### config.mk
export PLATFORM = sky130hd
export DESIGN_NAME = id_token_stats
export DESIGN_NICKNAME = d
export VERILOG_FILES = /design/src/rtl/id_token_stats.sv
export SDC_FILE = /design/constraint.sdc
export NUM_CORES = 1
export LEC_CHECK = 0
export CAP_MARGIN = 15
export CORE_MARGIN = 2
export CORE_UTILIZATION = 43
export CTS_BUF_LIST = sky130_fd_sc_hd__clkbuf_4 sky130_fd_sc_hd__clkbuf_8
export DETAILED_ROUTE_END_ITERATION = 7
export SLEW_MARGIN = 10
export SYNTH_ARGS = -nofsm -noshare
export SYNTH_HDL_FRONTEND = slang
export SYNTH_SLANG_ARGS = --single-unit
### constraint.sdc
create_clock -name clk -period 5.4 [get_ports clk]
set_input_delay 1.08 -clock clk [delete_from_list [all_inputs] [get_ports clk]]
set_output_delay 1.08 -clock clk [all_outputs]
set_load 0.01 [all_outputs]
### src/rtl/id_token_stats.sv
// Token statistics for the identifier recognizer: converts each run of match=1
// (trailing digits of an identifier) into a length/value record and keeps totals.
module id_token_stats #(
    parameter int CNT_W = 8,
    parameter int LEN_W = 4,
    parameter int NUM_W = 16
) (
    input  logic             clk,
    input  logic             rst_n,
    input  logic [7:0]       char,
    input  logic             match,
    input  logic             clear,
    output logic             token_done,
    output logic [LEN_W-1:0] token_len,
    output logic [NUM_W-1:0] token_num,
    output logic             token_ovf,
    output logic [CNT_W-1:0] token_cnt,
    output logic [LEN_W-1:0] max_len
);

    typedef enum logic [1:0] {
        IDLE = 2'd0,
        RUN  = 2'd1,
        SKIP = 2'd2
    } state_t;

    localparam logic [CNT_W-1:0] CNT_MAX = '1;
    localparam logic [LEN_W-1:0] LEN_MAX = '1;
    localparam logic [NUM_W-1:0] NUM_MAX = '1;

    state_t           state_q;
    state_t           state_d;
    logic [7:0]       char_d;
    logic [LEN_W-1:0] run_len;
    logic [NUM_W-1:0] acc;
    logic             ovf_acc;

    logic [NUM_W+3:0] acc_wide;
    logic [NUM_W+3:0] acc_next;
    logic             acc_sat;
    logic             start_run;
    logic             step_run;
    logic             end_run;
    logic             unused_hi;

    // match qualifies the character registered on the previous edge
    assign acc_wide  = (NUM_W + 4)'(acc);
    assign acc_next  = acc_wide * (NUM_W + 4)'(10) + (NUM_W + 4)'(char_d[3:0]);
    assign acc_sat   = acc_next > (NUM_W + 4)'(NUM_MAX);
    assign start_run = (state_q == IDLE) && match;
    assign step_run  = (state_q == RUN) && match;
    assign end_run   = (state_q == RUN) && !match;
    assign unused_hi = ^char_d[7:4];

    always_comb begin
        state_d = state_q;
        if (clear) begin
            state_d = match ? SKIP : IDLE;
        end else begin
            case (state_q)
                IDLE:    if (match)  state_d = RUN;
                RUN:     if (!match) state_d = IDLE;
                SKIP:    if (!match) state_d = IDLE;
                default: state_d = IDLE;
            endcase
        end
    end

    always_ff @(posedge clk or negedge rst_n) begin
        if (!rst_n) begin
            state_q <= IDLE;
            char_d  <= '0;
        end else begin
            state_q <= state_d;
            char_d  <= char;
        end
    end

    always_ff @(posedge clk or negedge rst_n) begin
        if (!rst_n) begin
            run_len    <= '0;
            acc        <= '0;
            ovf_acc    <= 1'b0;
            token_done <= 1'b0;
            token_len  <= '0;
            token_num  <= '0;
            token_ovf  <= 1'b0;
            token_cnt  <= '0;
            max_len    <= '0;
        end else if (clear) begin
            run_len    <= '0;
            acc        <= '0;
            ovf_acc    <= 1'b0;
            token_done <= 1'b0;
            token_len  <= '0;
            token_num  <= '0;
            token_ovf  <= 1'b0;
            token_cnt  <= '0;
            max_len    <= '0;
        end else begin
            token_done <= 1'b0;
            if (start_run) begin
                run_len <= LEN_W'(1);
                acc     <= NUM_W'(char_d[3:0]);
                ovf_acc <= 1'b0;
            end else if (step_run) begin
                if (run_len != LEN_MAX) run_len <= run_len + 1'b1;
                if (acc_sat) begin
                    acc     <= NUM_MAX;
                    ovf_acc <= 1'b1;
                end else begin
                    acc <= acc_next[NUM_W-1:0];
                end
            end else if (end_run) begin
                token_done <= 1'b1;
                token_len  <= run_len;
                token_num  <= acc;
                token_ovf  <= ovf_acc;
                if (token_cnt != CNT_MAX) token_cnt <= token_cnt + 1'b1;
                if (run_len > max_len) max_len <= run_len;
            end
        end
    end

endmodule

[Word level (Yosys, flattened, before mapping)]
Cells that the tools add are included.
Word-level totals
  flip-flop bits (word level): 61
  input bits: 12
Operators by class
  add/subtract/negate cells: 3
  $mul: 1
  $lt $le $gt $ge: 2
  equality and inequality tests: 8
  multiplexer cells: 43
  reduce and logical (&&, ||, !) cells: 18
Operators by type and width (number)
  16-bit two-way mux: 8
  4-bit two-way mux: 13
  8-bit two-way mux: 5
  20-bit by 4-bit adder with 20-bit output: 1
  20-bit by 16-bit > comparator with 1-bit output (second input constant): 1
  16-bit by 3-bit multiplier with 19-bit output (second input constant): 1
  1-bit two-way mux: 12
  3-bit nonzero test: 3
  8-bit by 1-bit adder with 8-bit output (second input constant): 1
  2-bit two-way mux: 4
  8-bit inequality test (second input constant): 1
  4-bit AND reduction: 2
  2-bit AND reduction: 3
  2-bit nonzero test: 3
  4-bit by 1-bit adder with 4-bit output (second input constant): 1
  4-bit > comparator: 1
  2-bit inequality test (second input constant): 2
  4-bit inequality test (second input constant): 1
  2-bit one-hot mux with 2 select lines: 1
  1-bit logical AND: 3
  3-bit by 2-bit inequality test with 1-bit output (second input constant): 1
  3-bit inequality test (second input constant): 1
  3-bit AND reduction: 1
  2-bit by 1-bit equality test with 1-bit output (second input constant): 1
  other kinds (4): 4

[Depth between registers and ports, before layout]
Gate-level depths: netlist (run 1).
  word-level depth: 7
  depth in mapped cells: 13
  mapped depth without buffers: 12

[Worst setup path after synthesis (run 1)]
No wires, ideal clock.
  path kind: reg-to-reg
  start point: register acc[1]
  end point: register acc[10]
  arrival time: 3.065 ns
  required time: 5.259 ns
  slack: 2.194 ns
  stages on the path, launching flop included: 14
  period minus slack after synthesis: 3.206 ns
  path through: dfrtp_1 > ha_1 > ha_1 > inv_1 > fa_1 > nor2b_1 > o31a_1 > nor3_1 > a311oi_4 > nand4_2 > or2_4 > o31ai_4 > buf_6 > a31oi_1
On the way
  word-level cells in the longest chain between the ends: 7
RTL lines
  start: declaration: line 35  | logic [NUM_W-1:0] acc;
  start signal: assignment: line 104  | acc <= NUM_W'(char_d[3:0]);
  start signal: assignment: line 112  | acc <= acc_next[NUM_W-1:0];
  16-bit by 3-bit multiplier with 19-bit output *: line 48  | assign acc_next = acc_wide * (NUM_W + 4)'(10) + (NUM_W + 4)'(char_d[3:0]);
  20-bit by 4-bit adder with 20-bit output *: line 48
  20-bit by 16-bit > comparator with 1-bit output: line 49  | assign acc_sat = acc_next > (NUM_W + 4)'(NUM_MAX);
  16-bit two-way mux *: line 108  | if (acc_sat) begin
  16-bit two-way mux *: line 106  | end else if (step_run) begin
  16-bit two-way mux *: line 102  | if (start_run) begin
  16-bit two-way mux *: line 90  | end else if (clear) begin
Mark *: on every way between the ends. The rest lies on a longest branch, timed or not. The select of a mux whose other input is x is not followed.
A chain may end at the register's enable or synchronous reset.

[Worst setup path in the final report (run 1)]
  start point: register acc[7]
  end point: register acc[3]
On the way
  word-level cells in the longest chain between the ends: 7
RTL lines (line)
  16-bit by 3-bit multiplier with 19-bit output: 48
  20-bit by 4-bit adder with 20-bit output: 48
  20-bit by 16-bit > comparator with 1-bit output: 49
  16-bit two-way mux: 108
  16-bit two-way mux: 106
  16-bit two-way mux: 102
  16-bit two-way mux: 90
No other way between the ends. The select of a mux whose other input is x is not followed.

==> results of run 1 <==
-- logic make-up (layout without fill, tap and decap cells) --
group / Yosys count / in the layout / share of synthesized area [%]
buffers and inverters: 37 / 76 / 3.797
adder cells (fa/ha/maj): 41 / 41 / 12.62
XOR/XNOR: 25 / 25 / 5.232
multiplexers: 6 / 6 / 1.435
AO/OA/AOI/OAI: 134 / 134 / 21.02
flip-flops: 61 / 61 / 36.47
AND/OR/NAND/NOR: 164 / 164 / 19.43
-- per-layer routing --
layer	wire length (um)	track usage [%]	up-vias
met5	0	0	-
li1	-	-	1759
met3	377	3.932	2
met2	4517	29.56	66
met4	48	5.641	0
met1	4741	27.19	1652
-- worst max-delay path by stage --
stage | slack (ps) | endpoint | depth (start not counted) | startpoint
after floorplan | 2190 | acc[10]$_DFFE_PN0P_ | 13 | acc[1]$_DFFE_PN0P_
after global placement | 1540 | acc[3]$_DFFE_PN0P_ | 10 | acc[7]$_DFFE_PN0P_
after detailed placement | 1490 | acc[3]$_DFFE_PN0P_ | 10 | acc[7]$_DFFE_PN0P_
after CTS | 1490 | acc[3]$_DFFE_PN0P_ | 10 | acc[7]$_DFFE_PN0P_
after global routing | 1260 | acc[4]$_DFFE_PN0P_ | 10 | acc[7]$_DFFE_PN0P_
final | 1460 | acc[3]$_DFFE_PN0P_ | 10 | acc[7]$_DFFE_PN0P_
-- sequential cells by signal, indices dropped and copies added (netlist names) --
register    count
acc            16
char_d          4
max_len         4
ovf_acc         1
run_len         4
state_q         2
token_cnt       8
token_done      1
token_len       4
token_num      16
token_ovf       1
-- where the power goes --
part | internal [mW] | switching [mW]
Sequential | 0.469 | 0.0165
Combinational | 0.0654 | 0.104
Clock | 0.194 | 0.172
Total | 0.729 | 0.292
-- cells in the mapped netlist, types with 2 or more instances --
cell type | count | area (um2)
nand2b_1 | 7 | 43.79
and2_1 | 7 | 43.79
nand3b_1 | 3 | 22.52
o31a_1 | 2 | 17.52
a21oi_1 | 40 | 200.2
o21ai_1 | 2 | 10.01
nand2_1 | 59 | 221.5
or4_1 | 2 | 15.01
nand3_1 | 12 | 60.06
xnor2_1 | 16 | 140.1
a41oi_1 | 2 | 17.52
dfrtp_1 | 61 | 1526
a31oi_1 | 12 | 75.07
xor2_1 | 9 | 78.83
o2111ai_1 | 3 | 26.28
nor2_1 | 35 | 131.4
nor3b_1 | 2 | 15.01
or2_2 | 3 | 18.77
or3_1 | 2 | 12.51
mux2i_1 | 6 | 60.06
o31ai_1 | 5 | 37.54
inv_1 | 14 | 52.55
nor2b_1 | 4 | 25.02
buf_1 | 2 | 7.510
o211ai_1 | 3 | 22.52
a211oi_2 | 2 | 25.02
and4_1 | 3 | 26.28
ha_1 | 39 | 488.0
nand4_1 | 5 | 31.28
o21a_1 | 7 | 52.55
buf_2 | 4 | 20.02
buf_4 | 2 | 15.01
a211oi_1 | 2 | 15.01
a21o_1 | 9 | 67.56
o21ai_0 | 30 | 150.1
clkbuf_1 | 14 | 52.55
nor3_1 | 10 | 50.05
fa_1 | 2 | 40.04
-- worst min-delay path: stages, from the launching register on --
cell	delay, ps
dfrtp_1	350
nand2_1	50
o31ai_1	60
-- layout by cell type, fill, tap and decap left out, drive strengths merged, types with 10 or more instances in the layout --
| cell | instances |
|---|---|
| dfrtp | 61 |
| nand2 | 59 |
| a21oi | 41 |
| clkdlybuf4s50 | 40 |
| ha | 39 |
| nor2 | 35 |
| o21ai | 32 |
| xnor2 | 16 |
| inv | 14 |
| nand3 | 12 |
| a31oi | 12 |
| clkbuf | 12 |
| nor3 | 10 |
-- area by class of cell --
type	instances	area, um2
clock buffer	12	158.9
multi-input combinational	370	2500
tap	133	166.4
sequential	61	1526
timing repair buffer	46	442.9
clock inverter	4	22.52
inverter	14	52.55
fill	925	4725
-- per-stage QoR --
stage	hold slack [ps]	std cells
final	489.4	640
after global routing	532.6	640
after CTS	493.8	640
after detailed placement	478.4	624
after global placement	463.2	624
after floorplan	448.4	468
==> results.txt, run 1 <==
----------------------------------------------------
[Outcome]
  Result of the run ... finished clean

[Clocking]
  H-tree depth ... 3
  Clock latency on the worst-skew pair ... 340 ps
  Setup Fix Bufs, Post-CTS ... 0
  Clock Path Buffers ... 2
  Clock-pin slew on the worst setup and hold paths ... 70 ps
  Number of clock buffers inserted by TritonCTS ... 9
  Post-cts gate resize count ... 0
  CTS tree ... built
  CTS Hold Buffers Added ... 0
  Clock root buffer master ... clkbuf_8
  Number of sinks handled by clock tree synthesis ... 61

[Detailed routing]
  Total vias in the final route ... 3479
  Count of antenna-violating nets left after detailed routing ... 0
  WL/cell ... 15.13 um
  Detail-routed via count per cell ... 5.436
  Final wirelength ... 9685 um
  Iteration count of the initial detailed-routing pass ... 4
  DRC marker count from the first detailed-route iteration ... 161
  DR DRC count ... 0

[STA]
  Setup WS post-layout ... 1465 ps
  Final clock period utilization by the worst path ... 72.88%
  Max Clock Skew ... 13.21 ps
  Max-slew violation total from the final report ... 0
  Setup repair after global routing missed its margin ... no
  Total setup violations reported at the end of the flow ... 0
  Maximum achievable frequency ... 254.1 MHz
  Worst-Margin Slew ... 881.7 ps
  Sum of negative setup slack ... 0 ps
  Normalized max-slew margin ... 41.01%
  Period minus WS final ... 3935 ps
  Number of endpoints with negative hold slack in the final report ... 0

[Layout]
  Area growth from synthesis to final layout ... 16.35%
  Post-layout net count ... 555
  Util after Layout ... 50.76%
  Share of post-route cells with drive strength above 1 ... 6.903%
  Summed area of non-filler cells in the final layout ... 0.004870 mm2
  Number of antenna diodes ... 0

[Setup path]
  Critical Path Most Common Cell ... ha_1
  Reg-to-reg slack, setup ... 1460 ps
  Critical R2R Capture ... acc[3]$_DFFE_PN0P_
  Critical-path cell with the highest stage delay ... o31ai_4
  Ordered cell list for the critical path ... ha_1 > ha_1 > a21oi_2 > nand2_1 > nor3_1 > nor2_1 > a211oi_1 > nand2b_1 > o31ai_4 > a41oi_1
  Number of buffer and inverter stages on the critical path ... 0
  Critical Path AT ... 4120 ps
  Cell count of the worst reg-to-reg path ... 10
  Sort of element at the start of the critical path ... flop
  Largest stage delay, worst path ... 590 ps
  Worst Path Required ... 5590 ps
  Kind of capture point of the worst setup path ... flop
  Worst Setup Path Type ... flop to flop
  Start of the worst register-to-register path ... acc[7]$_DFFE_PN0P_
  CP delay by family, top ... compound AO/OA/AOI/OAI gates
  CP max FO ... 15

[Global routing]
  GR Util All Layers ... 19.15%
  Overflow left after global routing ... 0
  First-pass GRT wire length ... 15790 um
  Pin count of the biggest net entering global routing ... 62
  Number of antenna violations at the first check in global routing ... 0
  Vias in the first global route ... 3236

[Power]
  Power per cell area ... 209.7 mW/mm2
  Overall power after layout ... 1.021 mW
  Static leakage ... 2.122 nW
  Highest ir drop seen on vdd ... 82.91 uV

[Synth]
  Number of enable-type register cells in the synthesized netlist ... 0
  Yosys warns ... 0
  Count of state elements after synthesis ... 61
  Synth Flop Type ... dfrtp_1
  Cells after synthesis ... 468
  Area of the mapped netlist ... 0.004185 mm2
  Count of unique library cells instantiated by Yosys ... 64
  Post-synthesis sequential area ratio ... 36.47%
  Mapped Avg Cell Area ... 8.943 um2
  Syn nets ... 521
  Proportion of register bits with asynchronous set or reset after synthesis ... 100.0%

[Place]
  Post-placement cell area ... 0.004688 mm2
  Port-buffer cells ... 41
  Pre-CTS setup slack ... 1493 ps
  Routability congestion estimate ... 0.8819
  HPWL reported at the end of detailed placement ... 7116 um

[Hold path]
  Class of the most critical hold timing path ... flop to flop
  Worst-case hold path end point ... ovf_acc$_DFFE_PN0P_
  Hold depth ... 2
  Launch point of the worst hold path ... ovf_acc$_DFFE_PN0P_

[Floorplanning]
  Initial Util ... 43.62%
  CORE AREA ... 0.009594 mm2
  Die area ... 0.01054 mm2
  Die Span Y ... 102.7 um
  Die W ... 102.7 um
  Row cnt ... 36
  I/O pin count ... 46

[Run]
  Number of maximum-capacitance violations ... 0

----------------------------------------------------
Note: power is estimated with default switching activity, not from simulation.
==> run 2, diff against run 1 <==
==> constraint.sdc (replaced) <==
create_clock -name clk -period 3.9 [get_ports clk]
set_input_delay 0.78 -clock clk [delete_from_list [all_inputs] [get_ports clk]]
set_output_delay 0.78 -clock clk [all_outputs]
set_load 0.01 [all_outputs]
==> run 2 against run 1 <==
Against the previous run:
- utilization grew 0.74 points
- via count grew 2.1%
- first-iteration DRC count grew 8.1%
- largest power group unchanged
==> results.txt, run 2 (same netlist as run 1, synthesis figures left out) <==
----------------------------------------------------
[Clocking]
  CTS Hold Buffers Added ... 0 (unchanged)
  CTS tree ... built
  Setup Fix Bufs, Post-CTS ... 0 (unchanged)
  Clock latency on the worst-skew pair ... 350 ps (about the same)
  Clock-pin slew on the worst setup and hold paths ... 60 ps (about the same)
  H-tree depth ... 3 (unchanged)
  Number of clock buffers inserted by TritonCTS ... 9 (unchanged)
  Clock root buffer master ... clkbuf_8
  Number of sinks handled by clock tree synthesis ... 61 (unchanged)
  Clock Path Buffers ... 2 (unchanged)

[Hold path]
  Class of the most critical hold timing path ... flop to flop
  Hold depth ... 2 (unchanged)
  Launch point of the worst hold path ... ovf_acc$_DFFE_PN0P_

[Setup path]
  CP max FO ... 15 (unchanged)
  Worst setup path startpoint ... acc[5]$_DFFE_PN0P_
  Worst Setup Path Type ... flop to flop
  Critical Path Most Common Cell ... ha_1
  Ordered cell list for the critical path ... ha_1 > ha_1 > and4_1 > nor3_1 > o311ai_0 > nand4_1 > or2_4 > o31ai_4 > buf_4 > a31oi_1
  Worst Path Required ... 4080 ps (-1510 ps)
  Sort of element at the start of the critical path ... flop
  Kind of capture point of the worst setup path ... flop
  Cell count of the worst reg-to-reg path ... 10 (unchanged)
  Critical Path AT ... 3780 ps (-340 ps)
  Start of the worst register-to-register path ... acc[5]$_DFFE_PN0P_
  Critical-path cell with the highest stage delay ... ha_1
  Largest stage delay, worst path ... 560 ps (-30 ps)

[Place]
  HPWL reported at the end of detailed placement ... 7378 um (+3.7%)
  Routability congestion estimate ... 0.8308 (-5.8%)
  Port-buffer cells ... 41 (unchanged)

[STA]
  Sum of negative setup slack ... 0 ps (unchanged)
  Setup repair after global routing missed its margin ... no
  Normalized max-slew margin ... 36.54% (-4.5 points)
  Period minus WS final ... 3606 ps (-329.2 ps)
  Number of endpoints with negative hold slack in the final report ... 0 (unchanged)
  Max-slew violation total from the final report ... 0 (unchanged)
  Max Clock Skew ... 13.71 ps (+0.5041 ps)
  Final clock period utilization by the worst path ... 92.47% (+20 points)
  Maximum achievable frequency ... 277.3 MHz (+9.1%)
  Worst-Margin Slew ... 951.9 ps (+70.26 ps)
  Total setup violations reported at the end of the flow ... 0 (unchanged)

[Global routing]
  GR Util All Layers ... 19.57% (+0.42 points)
  Pin count of the biggest net entering global routing ... 44 (-29%)
  First-pass GRT wire length ... 16130 um (+2.1%)
  Number of antenna violations at the first check in global routing ... 0 (unchanged)
  Overflow left after global routing ... 0 (unchanged)
  Vias in the first global route ... 3299 (+1.9%)

[Power]
  Power per cell area ... 296.6 mW/mm2 (+41%)
  Static leakage ... 2.160 nW (+1.8%)
  Highest ir drop seen on vdd ... 124.7 uV (+50%)

[Detailed routing]
  WL/cell ... 15.11 um (-0.14%)
  Iteration count of the initial detailed-routing pass ... 4 (unchanged)
  Final wirelength ... 9732 um (+0.49%)
  Total vias in the final route ... 3553 (+2.1%)
  Count of antenna-violating nets left after detailed routing ... 0 (unchanged)
  Detail-routed via count per cell ... 5.517 (+1.5%)
  DR DRC count ... 0 (unchanged)
  DRC marker count from the first detailed-route iteration ... 174 (+8.1%)

[Floorplanning]
  I/O pin count ... 46 (unchanged)
  Initial Util ... 43.62% (unchanged)
  Die area ... 0.01054 mm2 (unchanged)
  Row cnt ... 36 (unchanged)
  Die Span Y ... 102.7 um (unchanged)
  CORE AREA ... 0.009594 mm2 (unchanged)
  Die W ... 102.7 um (unchanged)

[Layout]
  Util after Layout ... 51.50% (+0.74 points)
  Area growth from synthesis to final layout ... 18.06%
  Most frequent standard cell in the layout excluding fill and tap cells ... dfrtp_1
  Number of antenna diodes ... 0 (unchanged)
  Share of post-route cells with drive strength above 1 ... 7.828% (+0.92 points)
  Most frequent cells in the layout ... dfrtp_1 (61), nand2_1 (59), a21oi_1 (40), clkdlybuf4s50_1 (40), ha_1 (39)
  Post-layout net count ... 562 (+1.3%)
  Largest registers ... acc: 16 flops, token_num: 16 flops, token_cnt: 8 flops

[Run]
  Number of maximum-capacitance violations ... 0 (unchanged)

[Outcome]
  Result of the run ... finished clean

----------------------------------------------------
[run 2: cell types whose count changed in the layout (fill, tap and decap cells not counted)]
cell        previous run  this run
a21oi_2                1         0
a21oi_4                0         1
buf_4                  5        12
bufinv_16              0         1
clkbuf_4               1         0
clkinv_2               3         1
clkinvlp_4             1         0
nor4bb_1               1         0
nor4bb_2               0         1
[run 2: power breakdown]
| part | leakage (nW) | switching (mW) | internal, mW |
|---|---|---|---|
| Combinational | 1.23 | 0.147 | 0.0981 |
| Clock | 0.0971 | 0.231 | 0.318 |
| Sequential | 0.837 | 0.0220 | 0.650 |
[run 2: final cells by class]
cell class | instances | area, um2
fillers | 935 | 4653
multi-input cells | 370 | 2514
flip-flops and latches | 61 | 1526
repair buffers | 53 | 495.5
well taps | 133 | 166.4
clock buffers | 11 | 151.4
inverters | 14 | 52.55
clock inverters | 2 | 35.03
[run 2: stage by stage]
stage / std cells / hold WS (ps) / instance area [um2] / total power, mW / setup slack (ps)
after detailed placement: 631 / 476.2 / 4741 / 0.9274 / 229.3
after CTS: 644 / 491.1 / 4927 / 1.479 / 218.1
final: 644 / 486.8 / 4941 / 1.465 / 293.7
after floorplan: 468 / 448.4 / 4185 / 0.8518 / 694.1
after global routing: 644 / 533.9 / 4941 / 1.538 / 80.96
after global placement: 631 / 463.1 / 4741 / 0.9235 / 318.4
[run 2: critical path, delay by kind of cell (launching register included)]
kind	cells	cell delay, ps
flops	1	430
compound gates	3	870
simple gates	4	1030
buf+inv	1	240
fa+ha+maj	2	870
[run 2: timing repair]
item	4_1_cts	5_1_grt
gates resized for setup	0	2
hold endpoints to repair	0	0
setup endpoints to repair	0	6
[run 2: routing by layer]
layer	track usage [%]	up-vias	routed length, um
met5	0	-	0
met4	7.385	0	114
met3	3.254	9	367
met2	29.96	70	4537
met1	27.78	1704	4712
li1	-	1770	-
[run 2: worst paths after layout]
check	endpoint	slack (ps)
min	ovf_acc$_DFFE_PN0P_	490
min in group asynchronous	token_num[13]$_DFFE_PN0P_	580
max reg2reg	acc[4]$_DFFE_PN0P_	290
min reg2reg	ovf_acc$_DFFE_PN0P_	490
max	acc[4]$_DFFE_PN0P_	290
max in group asynchronous	token_len[2]$_DFFE_PN0P_	2500
==> run 3, diff against run 2 <==
--- a/config.mk
+++ b/config.mk
@@ -5,11 +5,12 @@
 export SDC_FILE = /design/constraint.sdc
 export NUM_CORES = 1
 export LEC_CHECK = 0
-export CAP_MARGIN = 15
-export CORE_MARGIN = 2
+export CAP_MARGIN = 0
+export CORE_MARGIN = 10
 export CORE_UTILIZATION = 43
 export CTS_BUF_LIST = sky130_fd_sc_hd__clkbuf_4 sky130_fd_sc_hd__clkbuf_8
 export DETAILED_ROUTE_END_ITERATION = 7
+export HOLD_SLACK_MARGIN = 0.15
 export SLEW_MARGIN = 10
 export SYNTH_ARGS = -nofsm -noshare
 export SYNTH_HDL_FRONTEND = slang
==> run 3 against run 2 <==
Against the previous run:
- highest routed layer unchanged
- cell count decreased by 0.16%
- critical path type unchanged
- largest power group unchanged
- non-clock buffer count unchanged
- final area increased by 0.84%
==> results.txt, run 3 (same netlist as run 1, synthesis figures left out) <==
----------------------------------------------------
[Power]
  Power per cell area ... 315.5 mW/mm2 (+6.4%)
  Highest ir drop seen on vdd ... 186.1 uV (+49%)
  Relative contribution of combinational cells to total power ... 15.9% (-0.8 points)
  Cell-internal power ... 1.160 mW (+8.8%)
  Sw Ratio ... 26.18% (-1.1 points)
  Clock Power Share ... 41.3% (+3.9 points)
  Overall power after layout ... 1.572 mW (+7.3%)
  Part of the total power dissipated in sequential elements ... 42.8% (-3.1 points)
  Static leakage ... 2.183 nW (+1.1%)
  Switch Pwr ... 0.4116 mW (+3.1%)

[Layout]
  Number of antenna diodes ... 0 (unchanged)
  Post-layout net count ... 562 (unchanged)
  Multi-input logic area ... 0.002500 mm2 (-0.55%)
  Largest registers ... acc: 16 flops, token_num: 16 flops, token_cnt: 8 flops
  Area growth from synthesis to final layout ... 19.04%
  Filler cell count in the final layout ... 899 (-3.9%)
  Share of post-route cells with drive strength above 1 ... 8.171% (+0.34 points)
  Most frequent cells in the layout ... dfrtp_1 (61), nand2_1 (59), a21oi_1 (40), clkdlybuf4s50_1 (40), ha_1 (39)
  Storage element area ... 0.001526 mm2 (unchanged)
  Most frequent standard cell in the layout excluding fill and tap cells ... dfrtp_1

[Floorplanning]
  I/O pin count ... 46 (unchanged)
  Die Span Y ... 118.7 um (+16%)
  Die area ... 0.01408 mm2 (+34%)
  CORE AREA ... 0.009371 mm2 (-2.3%)
  Initial Util ... 44.66% (+1.0 points)
  Die W ... 118.7 um (+16%)
  Row cnt ... 35 (-2.8%)

[Place]
  Port-buffer cells ... 41 (unchanged)
  HPWL reported at the end of detailed placement ... 7773 um (+5.4%)
  Routability congestion estimate ... 0.8024 (-3.4%)
  Pre-CTS setup slack ... 317.2 ps (+87.91 ps)

[Clocking]
  Clock latency on the worst-skew pair ... 340 ps (about the same)
  Clock-pin slew on the worst setup and hold paths ... 70 ps (about the same)
  Number of sinks handled by clock tree synthesis ... 61 (unchanged)
  Post-cts gate resize count ... 0 (unchanged)
  CTS Hold Buffers Added ... 0 (unchanged)
  Clock Path Buffers ... 2 (unchanged)
  Clock root buffer master ... clkbuf_8
  Number of clock buffers inserted by TritonCTS ... 9 (unchanged)
  CTS tree ... built
  H-tree depth ... 3 (unchanged)
  Setup Fix Bufs, Post-CTS ... 0 (unchanged)

[STA]
  Final clock period utilization by the worst path ... 93.16% (+0.69 points)
  Number of endpoints with negative hold slack in the final report ... 0 (unchanged)
  Total setup violations reported at the end of the flow ... 0 (unchanged)
  Worst-Margin Slew ... 912.8 ps (-39.16 ps)
  Maximum achievable frequency ... 275.2 MHz (-0.74%)
  Max-slew violation total from the final report ... 0 (unchanged)
  Max Clock Skew ... 7.130 ps (-6.583 ps)
  Normalized max-slew margin ... 38.92% (+2.4 points)
  Setup WS post-layout ... 266.9 ps (-26.79 ps)
  Period minus WS final ... 3633 ps (+26.79 ps)
  Sum of negative setup slack ... 0 ps (unchanged)
  Setup repair after global routing missed its margin ... no

[Setup path]
  CP max FO ... 14 (-1)
  Ordered cell list for the critical path ... ha_1 > ha_1 > a21oi_2 > nand2_1 > o21ai_0 > a2111o_1 > nand4_1 > or2_4 > o31ai_4 > buf_12 > a41oi_1
  Critical Path AT ... 3840 ps (+60 ps)
  Worst Setup Path Type ... flop to flop
  Critical-path cell with the highest stage delay ... dfrtp_1
  Largest stage delay, worst path ... 430 ps (-130 ps)
  Number of buffer and inverter stages on the critical path ... 1 (unchanged)
  Sort of element at the start of the critical path ... flop
  Kind of capture point of the worst setup path ... flop
  CP delay by family, top ... compound AO/OA/AOI/OAI gates
  Critical Path Most Common Cell ... ha_1
  Worst Path Required ... 4110 ps (+30 ps)

[Global routing]
  GR Util All Layers ... 14.51% (-5.1 points)
  Number of antenna violations at the first check in global routing ... 0 (unchanged)
  Pin count of the biggest net entering global routing ... 39 (-11%)
  Vias in the first global route ... 3468 (+5.1%)
  First-pass GRT wire length ... 17480 um (+8.4%)
  Overflow left after global routing ... 0 (unchanged)

[Outcome]
  Result of the run ... finished clean

[Detailed routing]
  DR DRC count ... 0 (unchanged)
  DRC marker count from the first detailed-route iteration ... 291 (+67%)
  WL/cell ... 15.92 um (+5.3%)
  Count of antenna-violating nets left after detailed routing ... 0 (unchanged)
  Detail-routed via count per cell ... 5.563 (+0.83%)
  Final wirelength ... 10230 um (+5.2%)
  Iteration count of the initial detailed-routing pass ... 4 (unchanged)
  Total vias in the final route ... 3577 (+0.68%)

[Hold path]
  Class of the most critical hold timing path ... flop to flop

[Run]
  Number of maximum-capacitance violations ... 0 (unchanged)

----------------------------------------------------
## run 3: routing by layer
metal	global-route usage, %	up-vias	wire (um)
li1	-	1770	-
met5	0	-	0
met4	3.817	0	102
met3	3.475	9	355
met2	22.61	58	4672
met1	19.60	1740	5104
## run 3: path summary, 6_finish.rpt
kind                                     start                         to  slack, ps  cells past startpoint
setup / recovery            acc[5]$_DFFE_PN0P_         acc[3]$_DFFE_PN0P_        270                     11
min in group asynchronous                rst_n  token_num[12]$_DFFE_PN0P_        540                      1
hold / removal             ovf_acc$_DFFE_PN0P_        ovf_acc$_DFFE_PN0P_        490                      2
hold reg to reg            ovf_acc$_DFFE_PN0P_        ovf_acc$_DFFE_PN0P_        490                      2
setup reg to reg            acc[5]$_DFFE_PN0P_         acc[3]$_DFFE_PN0P_        270                     11
max in group asynchronous                rst_n     run_len[2]$_DFFE_PN0P_       2520                      2
## run 3: cell type report
| cell class | count | area share [%] |
|---|---|---|
| Clock buffer | 13 | 3.340 |
| Clock inverter | 3 | 1.356 |
| Inverter | 14 | 1.055 |
| Multi-Input combinational cell | 370 | 50.18 |
| Sequential cell | 61 | 30.64 |
| Tap cell | 129 | 3.240 |
| Timing Repair Buffer | 53 | 10.20 |
## run 3: power groups by stage
| stage | Clock, mW | Combinational [mW] | Sequential [mW] |
|---|---|---|---|
| 2_1_floorplan | 0 | 0.175 | 0.677 |
| 3_3_place_gp | 0 | 0.244 | 0.683 |
| 3_5_place_dp | 0 | 0.250 | 0.684 |
| 4_1_cts | 0.665 | 0.252 | 0.672 |
| 5_1_grt | 0.692 | 0.281 | 0.675 |
| 6_report | 0.649 | 0.251 | 0.672 |
## run 3: worst min-delay path: cells and delay by family, from the launching register on
kind	cells	cell delay, ps
AOI/OAI and AO/OA	1	50
DFF	1	350
and+or+nand+nor	1	50
## run 3: through the flow
step	cells	hold WS (ps)	cell area, um2	utilization, %
floorplan	468	448.4	4185	-
global placement	627	464.5	4748	50.67
detailed placement	627	470.0	4748	50.67
CTS	643	486.8	4982	53.16
global route	643	510.8	4982	53.16
finish	643	488.0	4982	53.16
